$ cat src/rtl/rob_unit_pkg.sv
// Shared core package for the reorder buffer: default depth and the entry record.
package rob_unit_pkg;

  // Default number of ROB entries (power of two, at least 4).
  localparam int unsigned ROB_LEN = 8;

  // One in-flight instruction. done is set by writeback or store acknowledge.
  typedef struct packed {
    logic        done;
    logic [6:0]  rd;
    logic [31:0] data;
    logic [31:0] pc;
    logic        is_store;
  } rob_entry_t;

endpackage

$ cat src/rtl/rob_unit_if.sv
// Reorder buffer bus: dispatch, writeback, store ack, mispredict and commit groups.
// master = pipeline side driving the ROB, slave = the ROB itself.
interface rob_unit_if #(
  parameter int unsigned IDX_W = 3
);
  logic             disp_valid;
  logic             disp_ready;
  logic [6:0]       disp_rd;
  logic [31:0]      disp_pc;
  logic             disp_is_store;
  logic [IDX_W-1:0] disp_rob_idx;

  logic             wb_valid;
  logic [IDX_W-1:0] wb_rob_idx;
  logic [31:0]      wb_data;

  logic             st_ack_valid;
  logic [IDX_W-1:0] st_ack_rob_idx;

  logic             mis_valid;
  logic [IDX_W-1:0] mis_rob_idx;

  logic             commit_valid;
  logic             commit_ready;
  logic [6:0]       commit_rd;
  logic [31:0]      commit_data;
  logic [31:0]      commit_pc;
  logic             commit_is_store;
  logic [IDX_W-1:0] commit_rob_idx;

  logic             empty;
  logic             full;

  modport master (
    output disp_valid, disp_rd, disp_pc, disp_is_store,
    output wb_valid, wb_rob_idx, wb_data,
    output st_ack_valid, st_ack_rob_idx,
    output mis_valid, mis_rob_idx,
    output commit_ready,
    input  disp_ready, disp_rob_idx,
    input  commit_valid, commit_rd, commit_data, commit_pc, commit_is_store, commit_rob_idx,
    input  empty, full
  );

  modport slave (
    input  disp_valid, disp_rd, disp_pc, disp_is_store,
    input  wb_valid, wb_rob_idx, wb_data,
    input  st_ack_valid, st_ack_rob_idx,
    input  mis_valid, mis_rob_idx,
    input  commit_ready,
    output disp_ready, disp_rob_idx,
    output commit_valid, commit_rd, commit_data, commit_pc, commit_is_store, commit_rob_idx,
    output empty, full
  );

endinterface

$ cat src/rtl/rob_unit.sv
// Reorder buffer: circular flop array with in-order allocate and commit,
// out-of-order completion, and mispredict flush of younger entries.
// Optional macro ROB_WB_BYPASS_EN: a writeback to the head entry commits in the same cycle.
module rob_unit
  import rob_unit_pkg::*;
#(
  parameter int unsigned ROB_LEN = rob_unit_pkg::ROB_LEN,
  parameter int unsigned IDX_W   = $clog2(ROB_LEN)
) (
  input logic        clk,
  input logic        rst,
  rob_unit_if.slave  bus
);

  localparam int unsigned CNT_W = IDX_W + 1;

  rob_entry_t       entries_q [ROB_LEN];
  rob_entry_t       entries_d [ROB_LEN];
  logic [IDX_W-1:0] head_q, head_d;
  logic [IDX_W-1:0] tail_q, tail_d;
  logic [CNT_W-1:0] count_q, count_d;

  rob_entry_t       head_entry;
  logic             empty_w, full_w;
  logic             alloc, commit_fire, bypass_hit, commit_valid_w;
  logic [IDX_W-1:0] mis_off, wb_off, ack_off;
  logic             wb_live, ack_live;

  assign head_entry = entries_q[head_q];
  assign empty_w    = (count_q == '0);
  assign full_w     = (count_q == CNT_W'(ROB_LEN));

  // Distance from head; modulo arithmetic is free since ROB_LEN is a power of two.
  assign mis_off = bus.mis_rob_idx - head_q;
  assign wb_off  = bus.wb_rob_idx - head_q;
  assign ack_off = bus.st_ack_rob_idx - head_q;

`ifdef ROB_WB_BYPASS_EN
  assign bypass_hit = bus.wb_valid && (bus.wb_rob_idx == head_q) && !empty_w;
`else
  assign bypass_hit = 1'b0;
`endif

  assign commit_valid_w = !rst && !empty_w && (head_entry.done || bypass_hit);
  assign commit_fire    = commit_valid_w && bus.commit_ready;

  // Dispatch never sees a slot freed by a same-cycle commit.
  assign bus.disp_ready   = !rst && !full_w && !bus.mis_valid;
  assign bus.disp_rob_idx = tail_q;
  assign alloc            = bus.disp_valid && bus.disp_ready;

  assign bus.commit_valid    = commit_valid_w;
  assign bus.commit_rd       = head_entry.rd;
  assign bus.commit_data     = bypass_hit ? bus.wb_data : head_entry.data;
  assign bus.commit_pc       = head_entry.pc;
  assign bus.commit_is_store = head_entry.is_store;
  assign bus.commit_rob_idx  = head_q;

  assign bus.empty = rst || empty_w;
  assign bus.full  = !rst && full_w;

  // Completion is accepted only for allocated entries that survive a same-cycle flush.
  always_comb begin
    wb_live  = bus.wb_valid && ({1'b0, wb_off} < count_q) &&
               !(bus.mis_valid && (wb_off > mis_off));
    ack_live = bus.st_ack_valid && ({1'b0, ack_off} < count_q) &&
               !(bus.mis_valid && (ack_off > mis_off));
  end

  // Entry array next state: allocate, complete, flush younger, retire head.
  always_comb begin
    entries_d = entries_q;
    if (alloc) begin
      entries_d[tail_q].done     = 1'b0;
      entries_d[tail_q].rd       = bus.disp_rd;
      entries_d[tail_q].data     = '0;
      entries_d[tail_q].pc       = bus.disp_pc;
      entries_d[tail_q].is_store = bus.disp_is_store;
    end
    if (ack_live) begin
      entries_d[bus.st_ack_rob_idx].done = 1'b1;
    end
    if (wb_live) begin
      entries_d[bus.wb_rob_idx].done = 1'b1;
      entries_d[bus.wb_rob_idx].data = bus.wb_data;
    end
    if (bus.mis_valid) begin
      for (int i = 0; i < int'(ROB_LEN); i++) begin
        if ((IDX_W'(i) - head_q) > mis_off) begin
          entries_d[i].done = 1'b0;
        end
      end
    end
    if (commit_fire) begin
      entries_d[head_q].done = 1'b0;
    end
  end

  // Pointer and occupancy next state; a mispredict rebuilds count from the branch position.
  always_comb begin
    head_d  = head_q;
    tail_d  = tail_q;
    count_d = count_q;
    if (commit_fire) begin
      head_d = head_q + IDX_W'(1);
    end
    if (bus.mis_valid) begin
      tail_d  = bus.mis_rob_idx + IDX_W'(1);
      count_d = CNT_W'(mis_off) + CNT_W'(1) - CNT_W'(commit_fire);
    end else begin
      if (alloc) begin
        tail_d = tail_q + IDX_W'(1);
      end
      count_d = count_q + CNT_W'(alloc) - CNT_W'(commit_fire);
    end
  end

  // State registers with synchronous reset that drops every entry without committing.
  always_ff @(posedge clk) begin
    if (rst) begin
      head_q  <= '0;
      tail_q  <= '0;
      count_q <= '0;
      for (int i = 0; i < int'(ROB_LEN); i++) begin
        entries_q[i] <= '0;
      end
    end else begin
      head_q    <= head_d;
      tail_q    <= tail_d;
      count_q   <= count_d;
      entries_q <= entries_d;
    end
  end

endmodule

$ cat src/flat_wrapper.sv
// flat-port wrapper written by rule: the top's interface ports become plain ports
module rob_unit_flat import rob_unit_pkg::*;
#(
  parameter int unsigned ROB_LEN = rob_unit_pkg::ROB_LEN,
  parameter int unsigned IDX_W   = $clog2(ROB_LEN)
)
  (clk, rst, bus_disp_valid, bus_disp_rd, bus_disp_pc, bus_disp_is_store, bus_wb_valid, bus_wb_rob_idx, bus_wb_data, bus_st_ack_valid, bus_st_ack_rob_idx, bus_mis_valid, bus_mis_rob_idx, bus_commit_ready, bus_disp_ready, bus_disp_rob_idx, bus_commit_valid, bus_commit_rd, bus_commit_data, bus_commit_pc, bus_commit_is_store, bus_commit_rob_idx, bus_empty, bus_full);
  rob_unit_if #(.IDX_W(IDX_W)) bus_i ();
  input logic clk;
  input logic rst;
  input wire logic [$bits(bus_i.disp_valid)-1:0] bus_disp_valid;
  input wire logic [$bits(bus_i.disp_rd)-1:0] bus_disp_rd;
  input wire logic [$bits(bus_i.disp_pc)-1:0] bus_disp_pc;
  input wire logic [$bits(bus_i.disp_is_store)-1:0] bus_disp_is_store;
  input wire logic [$bits(bus_i.wb_valid)-1:0] bus_wb_valid;
  input wire logic [$bits(bus_i.wb_rob_idx)-1:0] bus_wb_rob_idx;
  input wire logic [$bits(bus_i.wb_data)-1:0] bus_wb_data;
  input wire logic [$bits(bus_i.st_ack_valid)-1:0] bus_st_ack_valid;
  input wire logic [$bits(bus_i.st_ack_rob_idx)-1:0] bus_st_ack_rob_idx;
  input wire logic [$bits(bus_i.mis_valid)-1:0] bus_mis_valid;
  input wire logic [$bits(bus_i.mis_rob_idx)-1:0] bus_mis_rob_idx;
  input wire logic [$bits(bus_i.commit_ready)-1:0] bus_commit_ready;
  output wire logic [$bits(bus_i.disp_ready)-1:0] bus_disp_ready;
  output wire logic [$bits(bus_i.disp_rob_idx)-1:0] bus_disp_rob_idx;
  output wire logic [$bits(bus_i.commit_valid)-1:0] bus_commit_valid;
  output wire logic [$bits(bus_i.commit_rd)-1:0] bus_commit_rd;
  output wire logic [$bits(bus_i.commit_data)-1:0] bus_commit_data;
  output wire logic [$bits(bus_i.commit_pc)-1:0] bus_commit_pc;
  output wire logic [$bits(bus_i.commit_is_store)-1:0] bus_commit_is_store;
  output wire logic [$bits(bus_i.commit_rob_idx)-1:0] bus_commit_rob_idx;
  output wire logic [$bits(bus_i.empty)-1:0] bus_empty;
  output wire logic [$bits(bus_i.full)-1:0] bus_full;
  assign bus_i.disp_valid = bus_disp_valid;
  assign bus_i.disp_rd = bus_disp_rd;
  assign bus_i.disp_pc = bus_disp_pc;
  assign bus_i.disp_is_store = bus_disp_is_store;
  assign bus_i.wb_valid = bus_wb_valid;
  assign bus_i.wb_rob_idx = bus_wb_rob_idx;
  assign bus_i.wb_data = bus_wb_data;
  assign bus_i.st_ack_valid = bus_st_ack_valid;
  assign bus_i.st_ack_rob_idx = bus_st_ack_rob_idx;
  assign bus_i.mis_valid = bus_mis_valid;
  assign bus_i.mis_rob_idx = bus_mis_rob_idx;
  assign bus_i.commit_ready = bus_commit_ready;
  assign bus_disp_ready = bus_i.disp_ready;
  assign bus_disp_rob_idx = bus_i.disp_rob_idx;
  assign bus_commit_valid = bus_i.commit_valid;
  assign bus_commit_rd = bus_i.commit_rd;
  assign bus_commit_data = bus_i.commit_data;
  assign bus_commit_pc = bus_i.commit_pc;
  assign bus_commit_is_store = bus_i.commit_is_store;
  assign bus_commit_rob_idx = bus_i.commit_rob_idx;
  assign bus_empty = bus_i.empty;
  assign bus_full = bus_i.full;
  rob_unit #(.ROB_LEN(ROB_LEN), .IDX_W(IDX_W)) u_core (.clk(clk), .rst(rst), .bus(bus_i));
endmodule
$ cat config.mk
export PLATFORM = sky130hd
export DESIGN_NAME = rob_unit_flat
export DESIGN_NICKNAME = d
export VERILOG_FILES = /design/src/rtl/rob_unit_pkg.sv /design/src/rtl/rob_unit_if.sv /design/src/rtl/rob_unit.sv /design/src/flat_wrapper.sv
export SDC_FILE = /design/constraint.sdc
export NUM_CORES = 2
export LEC_CHECK = 0
export CAP_MARGIN = 10
export CELL_PAD_IN_SITES_DETAIL_PLACEMENT = 0
export CELL_PAD_IN_SITES_GLOBAL_PLACEMENT = 2
export CORE_UTILIZATION = 34
export DETAILED_ROUTE_END_ITERATION = 10
export PLACE_DENSITY = 0.74
export SYNTH_ARGS = -nofsm -noshare
export SYNTH_HDL_FRONTEND = slang
export SYNTH_SLANG_ARGS = --single-unit
$ cat constraint.sdc
create_clock -name clk -period 4.4 [get_ports clk]
set_clock_uncertainty 0.05 [all_clocks]
set_input_delay 0.44 -clock clk [delete_from_list [all_inputs] [get_ports clk]]
set_output_delay 0.44 -clock clk [all_outputs]
set_load 0.05 [all_outputs]
==> out/results.ini <==
[clocking]
cts_made_buffers = 72
cts.repair.resized = 0
clkTransAtPathRegs_ns = 0.06
cts_max_path_buffers = 3
post-cts-setup-buffers = 0
clkLatencyLatePin_ns = 0.61
cts.sinks = 594
clock-root-buffer = clkbuf_16
hold_buffers = 0
cts-htree-levels = 3
cts_tree = done

[detailed_routing]
drt-total-wl_mm = 89.3
vias = 22100
drt-initial-drc-count = 1522
drc = 0
vias_per_cell = 5.35
ant_nets = 0
dr.pass1.iters = 5
wire_per_inst_um = 21.6

[synth]
postSynthAreaPerCell_um2 = 9.02
ys_ff_latch = 594
synth_edf_count = 0
post_synth_inst_count = 3009
seq_area_frac_synth_pct = 43.8
synthArstFlopShare_pct = 0
synthesis.area_um2 = 27100
ys.flop_type = dfxtp_1
synth.distinct_cells = 54
synth_nets = 3144
yosys_warnings = 0

[status]
status = finished clean

[sta]
max_freq_mhz = 248
slew_headroom_pct = 1.05
setup_violations = 0
worst_pin_slew_ns = 1.48
rsz0062_at_grt = false
post-route-min-period_ns = 4.03
hold_viol = 0
slew_viol_final = 0
setup-tns-final_ns = 0
fin_hold_ws_ns = 0.210
post-route-period-util_pct = 91.5

[cells_and_area]
fill_cells = 7768
drive_gt1_share_pct = 11.4
fin_area_um2 = 32000
nets = 3152
area_growth_pct = 17.9
multi_input_area_um2 = 14000
regArea_um2 = 11900

[floorplanning]
die_h_um = 285
fp.dieArea_um2 = 81000
start_util_pct = 34.4
die_w_um = 285
rows = 103
ios = 170
coreArea_um2 = 79000

[run]
maxCapViolCount = 0

[critical_path]
worst-path-max-fanout = 93
crit_buf_inv = 2
critPathRequiredTime_ns = 3.91
arrival_ns = 3.54
r2r_slack_ns = 0.67
cpMostUsedCell = nand2_1
crit_family = buffers and inverters
criticalPathCategory = flop to output pin
startpoint_type = flop
max_stage_delay_ns = 0.75
cp-end-kind = output pin
critPathSlowestCell = clkdlybuf4s50_1
crit_chain = buf_12, mux4_2, nand2_1, nand2_1, clkdlybuf4s50_1

[grt]
grt_max_degree = 265
antenna_found_initial = 2
grt_first_pass_wirelength_mm = 137
grt_usage_pct = 21.9
grt_pass1_vias = 22500
gr-total-overflow = 0

[power_and_ir_drop]
p_total_mw = 12.5
p_int_mw = 9.42
comb_power_share_pct = 7.2
irDropWorstVdd_uv = 245
p_switching_mw = 3.04
p_sw_share_pct = 24.4
p_per_area_nw_per_um2 = 389
power_frac_clock_pct = 48.5
pwr-share-seq_pct = 44.3
power_leakage_nw = 12.3

[placed_design]
gp_congestion = 0.877
placed_cell_area_um2 = 29600
dp.final_hpwl_mm = 49.9
portBuffers = 169

[hold_path]
hold_path.class = primary input to flop

## final cells by class
| cell class | count | share of cell area, % |
|---|---|---|
| clock buffer | 107 | 6.70 |
| sequential | 594 | 37.2 |
| antenna | 3 | 0.0235 |
| tap | 1050 | 4.10 |
| multi-input combinational | 2095 | 43.7 |
| clock inverter | 23 | 0.852 |
| timing repair buffer | 223 | 7.07 |
| inverter | 31 | 0.391 |
## layer usage
layer / vias to the layer above / track usage [%] / wire length (µm)
met5: - / 0 / 0
met4: 0 / 6.20 / 2050
met1: 11000 / 26.7 / 37200
met3: 139 / 3.39 / 4310
li1: 10300 / - / -
met2: 611 / 39.4 / 45800
## per-stage QoR
| step | setup slack (ns) | std cells | util [%] |
|---|---|---|---|
| floorplan | 0.0323 | 3009 | - |
| global placement | 0.441 | 3993 | 37.4 |
| detailed placement | 0.386 | 3993 | 37.4 |
| CTS | 0.286 | 4123 | 40.5 |
| global route | 0.155 | 4125 | 40.5 |
| finish | 0.374 | 4126 | 40.5 |
## cells in the final DEF (no fill, tap or decap), types with 3 or more instances in the layout
cell type	netlist	layout
nand2_1	909	902
dfxtp_1	594	591
a21oi_1	330	330
mux2i_1	263	263
nand3_1	263	263
clkdlybuf4s50_1	0	168
mux4_2	144	144
clkbuf_16	0	74
ha_1	43	43
buf_4	1	41
nor2_1	30	30
inv_1	30	29
clkbuf_8	0	17
clkbuf_1	126	16
buf_12	0	13
clkinv_2	0	12
xnor2_1	10	9
o21ai_0	8	8
nor2b_1	7	7
nand2_2	0	7
a211oi_1	7	7
xor2_1	6	6
a32oi_1	6	6
nand4_1	4	4
and3_1	6	4
nor4_2	0	4
a31oi_1	4	4
a21o_1	4	4
fa_1	4	4
bufinv_16	0	4
diode_2	0	3
mux2_2	3	3
or4_4	0	3
nand3b_1	3	3
nor3b_1	3	3
inv_6	0	3
dfxtp_4	0	3
## cell families (layout without fill, tap and decap cells)
group | Yosys count | count (layout) | share of synthesized area, %
AND/OR/NAND/NOR | 1246 | 1246 | 19.0
flip-flops | 594 | 594 | 43.8
multiplexers | 410 | 410 | 21.8
AO/OA/AOI/OAI | 376 | 376 | 7.51
buffers and inverters | 320 | 384 | 5.08
adder cells (fa/ha/maj) | 47 | 47 | 2.28
XOR/XNOR | 16 | 16 | 0.516
other | 0 | 3 | 0
## path summary, 6_finish.rpt
path,start,end,cells after the start
max,u_core.bus.commit_rob_idx[0]$_SDFFE_PP0P_,bus_commit_pc[2],5
min,rst,u_core.count_q[2]$_SDFF_PP0_,2
max reg2reg,u_core.bus.commit_rob_idx[0]$_SDFFE_PP0P_,u_core.entries_q[330]$_SDFF_PP0_,12
min reg2reg,flop,flop,2
## worst register-to-register path, stage by stage (launching register included)
cell and delay (ns):
dfxtp_4 0.58, ha_1 0.25, inv_1 0.07, fa_1 0.37, xnor2_1 0.28, xnor2_2 0.16, ha_1 0.27, nor2_1 0.13
a31oi_1 0.12, a2111oi_4 0.55, and2_2 0.25, buf_12 0.27, mux2i_1 0.29
## synthesized netlist by cell type, types with 3 or more instances
library cell / number / area share, %
a211oi_1: 7 / 0.19
a21o_1: 4 / 0.11
a21oi_1: 330 / 6.1
a31oi_1: 4 / 0.092
a32oi_1: 6 / 0.19
and2_1: 3 / 0.069
and3_1: 6 / 0.14
buf_1: 23 / 0.32
buf_2: 99 / 1.8
clkbuf_1: 126 / 1.7
clkbuf_2: 40 / 0.74
dfxtp_1: 594 / 44
fa_1: 4 / 0.30
ha_1: 43 / 2.0
inv_1: 30 / 0.41
mux2_2: 3 / 0.12
mux2i_1: 263 / 9.7
mux4_2: 144 / 12
nand2_1: 909 / 13
nand3_1: 263 / 4.8
nand3b_1: 3 / 0.083
nand4_1: 4 / 0.092
nor2_1: 30 / 0.41
nor2b_1: 7 / 0.16
nor3b_1: 3 / 0.083
nor4_1: 4 / 0.092
o21ai_0: 8 / 0.15
or4_1: 3 / 0.083
xnor2_1: 10 / 0.32
xor2_1: 6 / 0.19
## power by group through the flow
stage	Sequential (mW)	Combinational (mW)	Clock (mW)
6_report	5.52	0.899	6.05
5_1_grt	5.52	0.968	6.42
4_1_cts	5.51	0.904	6.19
3_5_place_dp	5.63	0.901	0
3_3_place_gp	5.63	0.883	0
2_1_floorplan	5.62	0.581	0
Note: power is estimated with default switching activity, not from simulation.
